**src/rtl/aurora_link_supervisor_if.sv**
```systemverilog
// Purpose: status/control bundle between the Aurora link supervisor and its environment.
// Latency: wires only, no storage.
// Backpressure: none; every signal is a level.
// Ports (supervisor view, modport master):
//   hmc7044_config_ok_i  clock chip configured (async)
//   lane_en_i            per-lane enable (clk_100m domain, quasi-static)
//   channel_up_i         per-lane Aurora channel_up (async)
//   link_rst_req_o       per-lane reset request, active high
//   link_ok_o            per-lane link up and stable
//   link_fail_o          per-lane retries exhausted
//   retry_cnt_o          per-lane failed-attempt count, lane i at [4i+3:4i]
interface aurora_link_supervisor_if #(
    parameter int LANES = 4
);
    logic                 hmc7044_config_ok_i;
    logic [LANES-1:0]     lane_en_i;
    logic [LANES-1:0]     channel_up_i;
    logic [LANES-1:0]     link_rst_req_o;
    logic [LANES-1:0]     link_ok_o;
    logic [LANES-1:0]     link_fail_o;
    logic [4*LANES-1:0]   retry_cnt_o;

    modport master (
        input  hmc7044_config_ok_i,
        input  lane_en_i,
        input  channel_up_i,
        output link_rst_req_o,
        output link_ok_o,
        output link_fail_o,
        output retry_cnt_o
    );

    modport slave (
        output hmc7044_config_ok_i,
        output lane_en_i,
        output channel_up_i,
        input  link_rst_req_o,
        input  link_ok_o,
        input  link_fail_o,
        input  retry_cnt_o
    );
endinterface

```
**src/rtl/aurora_link_supervisor.sv**
```systemverilog
// Purpose: per-lane Aurora bring-up supervisor: reset pulse, bounded wait for channel_up, retry, fail, re-reset on loss.
// Latency: channel_up rise in WAIT_UP -> link_ok_o after 2 sync + DEBOUNCE_CYC + 1 cycles; loss -> ok low after 3 cycles.
// Backpressure: none; level inputs and registered level outputs.
// Ports: clk_100m (sole clock), nrst_i (async active-low reset), lnk (aurora_link_supervisor_if.master).
// Optional feature macro LINK_AUTO_RECOVER_EN: when defined, FAIL leaves after a 16*WAIT_UP_CYC
// cool-down and re-enters RESET; when undefined, FAIL is sticky until lane_en_i or
// hmc7044_config_ok_i drops.
module aurora_link_supervisor #(
    parameter int LANES        = 4,
    parameter int WAIT_UP_CYC  = 100000,
    parameter int RST_HOLD_CYC = 128,
    parameter int MAX_RETRY    = 8,
    parameter int DEBOUNCE_CYC = 16
) (
    input  logic                     clk_100m,
    input  logic                     nrst_i,
    aurora_link_supervisor_if.master lnk
);
    localparam int HOLD_W = (RST_HOLD_CYC > 1) ? $clog2(RST_HOLD_CYC) : 1;
    localparam int WAIT_W = (WAIT_UP_CYC > 1) ? $clog2(WAIT_UP_CYC) : 1;
    localparam int DB_W   = $clog2(DEBOUNCE_CYC + 1);

    localparam logic [HOLD_W-1:0] HOLD_LAST  = HOLD_W'(RST_HOLD_CYC - 1);
    localparam logic [WAIT_W-1:0] WAIT_LAST  = WAIT_W'(WAIT_UP_CYC - 1);
    localparam logic [DB_W-1:0]   DB_FULL    = DB_W'(DEBOUNCE_CYC);
    localparam logic [3:0]        RETRY_MAX  = 4'(MAX_RETRY);
    localparam logic [3:0]        RETRY_LAST = 4'(MAX_RETRY - 1);
`ifdef LINK_AUTO_RECOVER_EN
    localparam int                COOL_W     = $clog2(16 * WAIT_UP_CYC);
    localparam logic [COOL_W-1:0] COOL_LAST  = COOL_W'(16 * WAIT_UP_CYC - 1);
`endif

    typedef enum logic [2:0] {
        ST_IDLE,
        ST_RESET,
        ST_WAIT_UP,
        ST_UP,
        ST_FAIL
    } lane_state_e;

    // 2-FF synchronizers for the asynchronous status inputs
    logic             hok_s1, hok_s2;
    logic [LANES-1:0] up_s1, up_s2;

    always_ff @(posedge clk_100m or negedge nrst_i) begin
        if (!nrst_i) begin
            hok_s1 <= 1'b0;
            hok_s2 <= 1'b0;
            up_s1  <= '0;
            up_s2  <= '0;
        end else begin
            hok_s1 <= lnk.hmc7044_config_ok_i;
            hok_s2 <= hok_s1;
            up_s1  <= lnk.channel_up_i;
            up_s2  <= up_s1;
        end
    end

    for (genvar g = 0; g < LANES; g++) begin : g_lane
        lane_state_e       state_q, state_d;
        logic [HOLD_W-1:0] hold_q, hold_d;
        logic [WAIT_W-1:0] wait_q, wait_d;
        logic [DB_W-1:0]   db_q;
        logic [3:0]        retry_q, retry_d;
        logic              req_q, ok_q, fail_q;
        logic              up_db, run;
`ifdef LINK_AUTO_RECOVER_EN
        logic [COOL_W-1:0] cool_q, cool_d;
`endif

        // Counter saturates at DEBOUNCE_CYC so up_db stays high while the link is stable
        assign up_db = (db_q == DB_FULL);
        assign run   = hok_s2 & lnk.lane_en_i[g];

        always_ff @(posedge clk_100m or negedge nrst_i) begin
            if (!nrst_i) begin
                db_q <= '0;
            end else if (!up_s2[g]) begin
                db_q <= '0;
            end else if (!up_db) begin
                db_q <= db_q + DB_W'(1);
            end
        end

        always_ff @(posedge clk_100m or negedge nrst_i) begin
            if (!nrst_i) begin
                state_q <= ST_IDLE;
                hold_q  <= '0;
                wait_q  <= '0;
                retry_q <= '0;
                req_q   <= 1'b1;
                ok_q    <= 1'b0;
                fail_q  <= 1'b0;
`ifdef LINK_AUTO_RECOVER_EN
                cool_q  <= '0;
`endif
            end else begin
                state_q <= state_d;
                hold_q  <= hold_d;
                wait_q  <= wait_d;
                retry_q <= retry_d;
                // Outputs follow the next state so they move on the same edge as state_q
                req_q   <= (state_d == ST_IDLE) || (state_d == ST_RESET) || (state_d == ST_FAIL);
                ok_q    <= (state_d == ST_UP);
                fail_q  <= (state_d == ST_FAIL);
`ifdef LINK_AUTO_RECOVER_EN
                cool_q  <= cool_d;
`endif
            end
        end

        // Timers default to zero and only advance in their own state, so every
        // entry into RESET / WAIT_UP / FAIL starts from a cleared timer.
        always_comb begin
            state_d = state_q;
            hold_d  = '0;
            wait_d  = '0;
            retry_d = retry_q;
`ifdef LINK_AUTO_RECOVER_EN
            cool_d  = '0;
`endif
            if (!run) begin
                state_d = ST_IDLE;
                retry_d = '0;
            end else begin
                case (state_q)
                    ST_IDLE: state_d = ST_RESET;
                    ST_RESET: begin
                        if (hold_q == HOLD_LAST) begin
                            state_d = ST_WAIT_UP;
                        end else begin
                            hold_d = hold_q + HOLD_W'(1);
                        end
                    end
                    ST_WAIT_UP: begin
                        if (up_db) begin
                            state_d = ST_UP;
                            retry_d = '0;
                        end else if (wait_q == WAIT_LAST) begin
                            if (retry_q != RETRY_MAX) begin
                                retry_d = retry_q + 4'd1;
                            end
                            state_d = (retry_q == RETRY_LAST) ? ST_FAIL : ST_RESET;
                        end else begin
                            wait_d = wait_q + WAIT_W'(1);
                        end
                    end
                    ST_UP: begin
                        // Loss is a single synchronized low sample, not debounced
                        if (!up_s2[g]) begin
                            state_d = ST_RESET;
                        end
                    end
                    ST_FAIL: begin
`ifdef LINK_AUTO_RECOVER_EN
                        if (cool_q == COOL_LAST) begin
                            state_d = ST_RESET;
                            retry_d = '0;
                        end else begin
                            cool_d = cool_q + COOL_W'(1);
                        end
`else
                        state_d = ST_FAIL;
`endif
                    end
                    default: state_d = ST_IDLE;
                endcase
            end
        end

        assign lnk.link_rst_req_o[g]     = req_q;
        assign lnk.link_ok_o[g]          = ok_q;
        assign lnk.link_fail_o[g]        = fail_q;
        assign lnk.retry_cnt_o[4*g +: 4] = retry_q;
    end
endmodule

```
**src/flat_wrapper.sv**
```systemverilog
// flat-port wrapper written by rule: the top's interface ports become plain ports
module aurora_link_supervisor_flat 
#(
    parameter int LANES        = 4,
    parameter int WAIT_UP_CYC  = 100000,
    parameter int RST_HOLD_CYC = 128,
    parameter int MAX_RETRY    = 8,
    parameter int DEBOUNCE_CYC = 16
)
  (clk_100m, nrst_i, lnk_hmc7044_config_ok_i, lnk_lane_en_i, lnk_channel_up_i, lnk_link_rst_req_o, lnk_link_ok_o, lnk_link_fail_o, lnk_retry_cnt_o);
  aurora_link_supervisor_if #(.LANES(LANES)) lnk_i ();
  input  logic clk_100m;
  input  logic nrst_i;
  input wire logic [$bits(lnk_i.hmc7044_config_ok_i)-1:0] lnk_hmc7044_config_ok_i;
  input wire logic [$bits(lnk_i.lane_en_i)-1:0] lnk_lane_en_i;
  input wire logic [$bits(lnk_i.channel_up_i)-1:0] lnk_channel_up_i;
  output wire logic [$bits(lnk_i.link_rst_req_o)-1:0] lnk_link_rst_req_o;
  output wire logic [$bits(lnk_i.link_ok_o)-1:0] lnk_link_ok_o;
  output wire logic [$bits(lnk_i.link_fail_o)-1:0] lnk_link_fail_o;
  output wire logic [$bits(lnk_i.retry_cnt_o)-1:0] lnk_retry_cnt_o;
  assign lnk_i.hmc7044_config_ok_i = lnk_hmc7044_config_ok_i;
  assign lnk_i.lane_en_i = lnk_lane_en_i;
  assign lnk_i.channel_up_i = lnk_channel_up_i;
  assign lnk_link_rst_req_o = lnk_i.link_rst_req_o;
  assign lnk_link_ok_o = lnk_i.link_ok_o;
  assign lnk_link_fail_o = lnk_i.link_fail_o;
  assign lnk_retry_cnt_o = lnk_i.retry_cnt_o;
  aurora_link_supervisor #(.LANES(LANES), .WAIT_UP_CYC(WAIT_UP_CYC), .RST_HOLD_CYC(RST_HOLD_CYC), .MAX_RETRY(MAX_RETRY), .DEBOUNCE_CYC(DEBOUNCE_CYC)) u_core (.clk_100m(clk_100m), .nrst_i(nrst_i), .lnk(lnk_i));
endmodule
```
**config.mk**
```make
export PLATFORM = sky130hd
export DESIGN_NAME = aurora_link_supervisor_flat
export DESIGN_NICKNAME = d
export VERILOG_FILES = /design/src/rtl/aurora_link_supervisor_if.sv /design/src/rtl/aurora_link_supervisor.sv /design/src/flat_wrapper.sv
export SDC_FILE = /design/constraint.sdc
export NUM_CORES = 1
export LEC_CHECK = 0
export ABC_AREA = 1
export CAP_MARGIN = 15
export CORE_MARGIN = 2
export CORE_UTILIZATION = 55
export CTS_CLUSTER_DIAMETER = 120
export DETAILED_ROUTE_END_ITERATION = 7
export MAX_ROUTING_LAYER = met4
export PLACE_DENSITY = 0.77
export SLEW_MARGIN = 20
export SYNTH_ARGS = -nofsm -noshare
export SYNTH_HDL_FRONTEND = slang
export SYNTH_SLANG_ARGS = --single-unit
```
**constraint.sdc**
```tcl
create_clock -name clk_100m -period 1.4 [get_ports clk_100m]
set_input_delay 0.28 -clock clk_100m [delete_from_list [all_inputs] [get_ports clk_100m]]
set_output_delay 0.28 -clock clk_100m [all_outputs]
set_load 0.01 [all_outputs]
```
==> run_results.csv <==
group,metric,value,unit
synth,synthTopCellsByArea,"dfrtp_1 48%, nand2_1 7.8%, nor2_1 7.0%",
synth,synth_edf_count,0,
layout,final_common_cell,"buf_4",
global_routing,grtUsageTotal,0.3061,
sta,rsz0062_at_grt,"yes",
detailed_routing,finalWirelength,34.33,mm
status,status,"finished with violations",
critical_path,end_kind,"flop",
sta,fin_crit,1.917,ns
critical_path,critPathTopFamily,"simple AND/OR/NAND/NOR gates",
power_and_ir_drop,finalPower,10.56,mW
layout,stdcell_count,1489,
detailed_routing,routedWlPerCell,23.05,um
sta,fmax,521.6,MHz
layout,nets,1323,
sta,hold_viol,0,
placement,postPlaceCellArea,10310,um^2
floorplan,floorplan.rows,45,
global_routing,overflow,0,
clock_network,cts-root-buf,"clkbuf_16",
sta,setup_ws,-0.5172,ns
sta,fin_tns_setup,-25.27,ns
power_and_ir_drop,p_leak,5.903,nW
placement,numPortBuffers,38,
synth,yosysSeqAreaShare,0.4931,
critical_path,critPathMaxFanout,5,
layout,drive_gt1_frac,0.4581,
clock_network,clkSlewWorstSetupHoldPaths,0.08,ns
sta,slew_viol_final,0,
layout,multi_input_area,5035,um^2
min_path,hp-class,"in -> reg",
clock_network,htreeDepth,4,
power_and_ir_drop,ir_worst_vdd,0.9681,mV
synth,ys.flop_type,"dfrtp_1",
synth,synthDistinctLibCells,39,
global_routing,antenna_found_initial,0,
power_and_ir_drop,power_density,818.9,nW/um^2
sta,fin_worst_skew,0.01476,ns
detailed_routing,vias,9535,
placement,dp.cells,1382,
synth,netlist_area,8434,um^2
critical_path,worstSetupPathType,"reg -> reg",
detailed_routing,drt_iter0_markers,1426,
synth,synth-seq-cells,166,
critical_path,cp_slowest_cell,"dfrtp_1",
layout,antenna_cells,0,
floorplan,die_h,127.8,um
detailed_routing,first_pass_iters,8,
clock_network,cts_tree,"yes",
placement,place_congestion,0.8851,
sta,setup_violations,139,
synth,syn-num-nets,1043,
global_routing,grt_start_max_net_pins,42,
global_routing,grt_pass1_wl,38.78,mm
sta,worstMarginPinSlew,0.5006,ns
floorplan,die-area,16340,um^2
clock_network,cts_sinks,166,
layout,final_cell_mix,"196 x buf_4, 154 x dfrtp_1, 122 x nand2_1, 99 x nor2_1, 97 x inv_1",
detailed_routing,ant_nets,0,
floorplan,coreArea,15090,um^2
sta,min_period_over_period,1.369,
layout,register_area,4169,um^2
layout,syn_to_final_growth,52.96,%
detailed_routing,via_per_inst,6.404,
synth,ys_warn_count,0,
critical_path,crit_chain,"nand2_1, nor3_4, nand3_2, nor2_2, nand2_2, nor2_2, nor2_1, nor2_1",
clock_network,cts_buffers,17,
run,maxCapViolCount,0,
floorplan,io_pins,39,
sta,holdWs,0.2725,ns
synth,async_reset_ff_frac,1.000,
placement,dp_hpwl,12.91,mm
detailed_routing,remaining_drc_errors,7,
critical_path,path_buf_inv,0,
clock_network,clock_path_buffers,2,
critical_path,worst_setup_path_start_kind,"flop",
critical_path,cp_slowest_stage_delay,0.44,ns
synth,synth.avg_cell_area,8.367,um^2
global_routing,first_global_vias,8242,
clock_network,clk_latency,0.46,ns
status,failed_checks,"design-rule violations, negative setup slack",
synth,synth_top_area_share,0.4806,
critical_path,worstPathArrival,2.29,ns
critical_path,worst_ep_required_time,1.77,ns
synth,postSynthCellCount,1008,
layout,fillers,632,
floorplan,die_x,127.8,um
layout,finalInstanceArea,12900,um^2
sta,slew_headroom,0.6637,
floorplan,start_util,0.5590,
synth,yosysTopAreaCell,"dfrtp_1",
## registers in the layout, indices dropped and copies added (netlist names)
signal                 count
u_core.g_lane.fail_q       4
u_core.hok_s1              1
u_core.g_lane.hold_q      28
u_core.up_s2               4
u_core.g_lane.state_q     12
u_core.g_lane.wait_q      68
u_core.g_lane.req_q        4
u_core.up_s1               4
u_core.hok_s2              1
u_core.g_lane.retry_q     16
u_core.g_lane.db_q        20
u_core.g_lane.ok_q         4
## timing repair
action,CTS,global route
hold endpoints to repair,27,0
setup endpoints to repair,143,155
pin swaps,64,85
resized for setup,219,239
hold buffers,1,0
setup buffers,41,36
## per-layer routing
layer / routed length (um) / up-vias / global-route usage / share of wire
met5: 0 / - / - / 0
met4: 3071 / 0 / 0.1357 / 0.089
met3: 3338 / 336 / 0.06594 / 0.097
met2: 16280 / 845 / 0.5087 / 0.47
met1: 11640 / 4539 / 0.3603 / 0.34
li1: - / 3815 / - / -
## Yosys cell counts, drive strengths merged (2+ instances only)
master,instances
nand3b,5
dfrtp,162
nand4,21
nor2,169
nor4,2
dfstp,4
nand3,86
ha,24
a21oi,50
xor2,35
nor3,42
inv,137
or2,2
a211oi,2
xnor2,8
buf,14
a31oi,6
o21ai,38
nor3b,11
o21a,3
nand2,182
## final cells by class
class / instances / area share
sequential: 166 / 0.3232
clock buffer: 19 / 0.03356
inverter: 138 / 0.04296
timing repair buffer: 275 / 0.1803
clock inverter: 13 / 0.01154
tap: 188 / 0.01823
multi-input combinational: 690 / 0.3903
## path summary, 6_finish.rpt
path / startpoint / to / slack, ns / depth (start not counted)
min in group asynchronous: nrst_i / u_core.g_lane[3].retry_q[0]$_DFFE_PN0P_ / 0.28 / 2
max in group asynchronous: nrst_i / u_core.g_lane[1].wait_q[4]$_DFF_PN0_ / 0.44 / 3
worst min-delay path: lnk_hmc7044_config_ok_i / u_core.hok_s1$_DFF_PN0_ / 0.27 / 1
worst max-delay path: u_core.g_lane[0].wait_q[5]$_DFF_PN0_ / u_core.g_lane[0].wait_q[15]$_DFF_PN0_ / -0.52 / 8
worst max register to register: u_core.g_lane[0].wait_q[5]$_DFF_PN0_ / u_core.g_lane[0].wait_q[15]$_DFF_PN0_ / -0.52 / 8
worst min register to register: u_core.up_s1[3]$_DFF_PN0_ / u_core.up_s2[3]$_DFF_PN0_ / 0.35 / 0
## power breakdown
part | switching [mW] | internal, mW
Combinational | 0.439 | 0.284
Sequential | 0.0621 | 4.86
Clock | 2.26 | 2.66
Total | 2.76 | 7.80
## cell families after synthesis
logic type                 Yosys count  synth area share
xor gates and xnor gates            43           0.04465
DFF                                166            0.4931
adders and majority gates           24           0.03560
AOI/OAI and AO/OA                  103           0.06557
and+or+nand+nor                    520            0.2868
buffers and inverters              152           0.07432
## through the flow
step / worst slack [ns] / util
3_3_place_gp: -0.2353 / 0.6833
6_report: -0.5172 / 0.8550
2_1_floorplan: -0.06117 / -
5_1_grt: -0.5451 / 0.8550
3_5_place_dp: -0.2542 / 0.6833
4_1_cts: -0.1360 / 0.7833
## worst register-to-register path: cells and delay by family, from the launching register on
kind          cells  cell delay (ns)
simple gates      8             1.37
flops             1             0.44
Power figures use the tool's default switching activity.
==> edit: new RTL, same flow settings <==
`LANES` is set to 4 in 3 places; all go to 3.
--- a/src/rtl/aurora_link_supervisor_if.sv
+++ b/src/rtl/aurora_link_supervisor_if.sv
@@ -10,7 +10,7 @@
 //   link_fail_o          per-lane retries exhausted
 //   retry_cnt_o          per-lane failed-attempt count, lane i at [4i+3:4i]
 interface aurora_link_supervisor_if #(
-    parameter int LANES = 4
+    parameter int LANES = 3
 );
     logic                 hmc7044_config_ok_i;
     logic [LANES-1:0]     lane_en_i;
--- a/src/rtl/aurora_link_supervisor.sv
+++ b/src/rtl/aurora_link_supervisor.sv
@@ -6,7 +6,7 @@
 // cool-down and re-enters RESET; when undefined, FAIL is sticky until lane_en_i or
 // hmc7044_config_ok_i drops.
 module aurora_link_supervisor #(
-    parameter int LANES        = 4,
+    parameter int LANES        = 3,
     parameter int WAIT_UP_CYC  = 100000,
     parameter int RST_HOLD_CYC = 128,
     parameter int MAX_RETRY    = 8,
--- a/src/flat_wrapper.sv
+++ b/src/flat_wrapper.sv
@@ -1,7 +1,7 @@
 // flat-port wrapper written by rule: the top's interface ports become plain ports
 module aurora_link_supervisor_flat 
 #(
-    parameter int LANES        = 4,
+    parameter int LANES        = 3,
     parameter int WAIT_UP_CYC  = 100000,
     parameter int RST_HOLD_CYC = 128,
     parameter int MAX_RETRY    = 8,
Interface: changed (6 resized); port bits go from 39 to 30. No check against the original RTL was run, so the function may have changed too.
==> edit against the unedited design <==
The run ends with setup timing left; count of clock-buffer cells in the layout grew 4; hold slack gained 0.0071 ns; via count shrank 30%; fmax grew 9.4%; synthesized area shrank 24%; wire length shrank 32%; total power shrank 15%; first-iteration DRC count shrank 52%; combinational power shrank 28%; cell area shrank 24%; setup slack gained 0.17 ns; sequential cell count shrank 41; highest routed layer unchanged.
==> edit: results (changes against the unedited design) <==
The run finished, with violations left. Violations in the final reports: setup timing (was DRC, setup timing). Leading cell types by count after synthesis: sky130_fd_sc_hd__nand2_1 (133), sky130_fd_sc_hd__dfrtp_1 (122), sky130_fd_sc_hd__nor2_1 (120) (was sky130_fd_sc_hd__nand2_1 (175), sky130_fd_sc_hd__dfrtp_1 (162), sky130_fd_sc_hd__nor2_1 (158)).

The switching share of power came out at 23.7% (was 26.1%). The worst clock skew on the final layout came out at 0.0140 ns (was 0.0148 ns). The filler cell count is 523 (was 632), and the total routing resource utilization after global routing is 29.1% (was 30.6%). The tools report the worst-case hold path end point as u_core.up_s1[0]$_DFF_PN0_ (was u_core.hok_s1$_DFF_PN0_). The met3 wire length came out at 1.56 mm (was 3.34 mm). The tools report the insertion delay to the later sink of the worst-skew pair as 0.44 ns (was 0.46 ns). The fraction of final layout cells sized beyond drive strength 1 was 45.0% (was 45.8%); the total nets after synthesis was 793 (was 1043). The logs give 12.0 mm (was 16.3 mm) for the routed length on met2 and 8.05 mm (was 11.6 mm) for the met1 layer wirelength in the final routing. Pin count of the biggest net entering global routing: 71 (was 42).

The xor and xnor area share after synthesis was 4.21% (was 4.47%); the count of final setup violators was 86 (was 139). For the met1 usage, the log shows 32.6% (was 36.0%). For the total combinational power, the log shows 0.523 mW (was 0.724 mW). The final worst setup slack is -0.352 ns (was -0.517 ns).

The setup TNS after final layout is -14.11 ns (was -25.27 ns). Cell types with the largest area share after synthesis: sky130_fd_sc_hd__dfrtp_1 (47%), sky130_fd_sc_hd__nand2_1 (7.7%), sky130_fd_sc_hd__nor2_1 (7.0%) (was sky130_fd_sc_hd__dfrtp_1 (48%), sky130_fd_sc_hd__nand2_1 (7.8%), sky130_fd_sc_hd__nor2_1 (7.0%)). The tools report the number of buffers inserted to repair setup after CTS as 29 (was 41). Post-cts resize count: 144 (was 219). The logs give 1 (was 0) for the number of antenna violations at the first check in global routing and 6338 (was 8242) for the via count of the first global-routing pass.

Data arrival time of the critical path: 2.11 ns (was 2.29 ns). The initial detailed-routing violation count was 684 (was 1426). The average cell area after synthesis works out to 8.42 um^2 (was 8.37 um^2). The wire length of the first global-routing pass was 28.5 mm (was 38.8 mm). The minimum hold slack was 0.280 ns (was 0.273 ns). Startpoint of the worst hold path: lnk_channel_up_i[0] (was lnk_hmc7044_config_ok_i).
-- edit: cell count changes in the layout (fill, tap and decap cells not counted), sizes merged, moves of 9 or more --
cell / change
clkdlybuf4s15: -10
buf: -75
o21ai: -9
inv: -38
a21oi: -14
nor3: -12
nor2: -41
nand3: -24
dfrtp: -40
nand2: -40
-- edit: metrics by stage --
stage	power, mW	util [%]	cell area (um^2)
2_1_floorplan	3.91	-	6470
5_1_grt	9.20	85.7	9780
3_5_place_dp	4.14	66.6	7600
6_report	8.99	85.7	9780
4_1_cts	8.79	77.2	8810
3_3_place_gp	4.11	66.6	7600
-- edit: area by class of cell --
class	instances	area (um^2)	share of cell area [%]
clock buffers	23	488	4.99
multi-input cells	528	3790	38.8
diodes	1	2.50	0.0256
inverters	102	405	4.14
repair buffers	194	1650	16.8
clock inverters	9	133	1.36
flip-flops and latches	125	3140	32.1
well taps	143	179	1.83
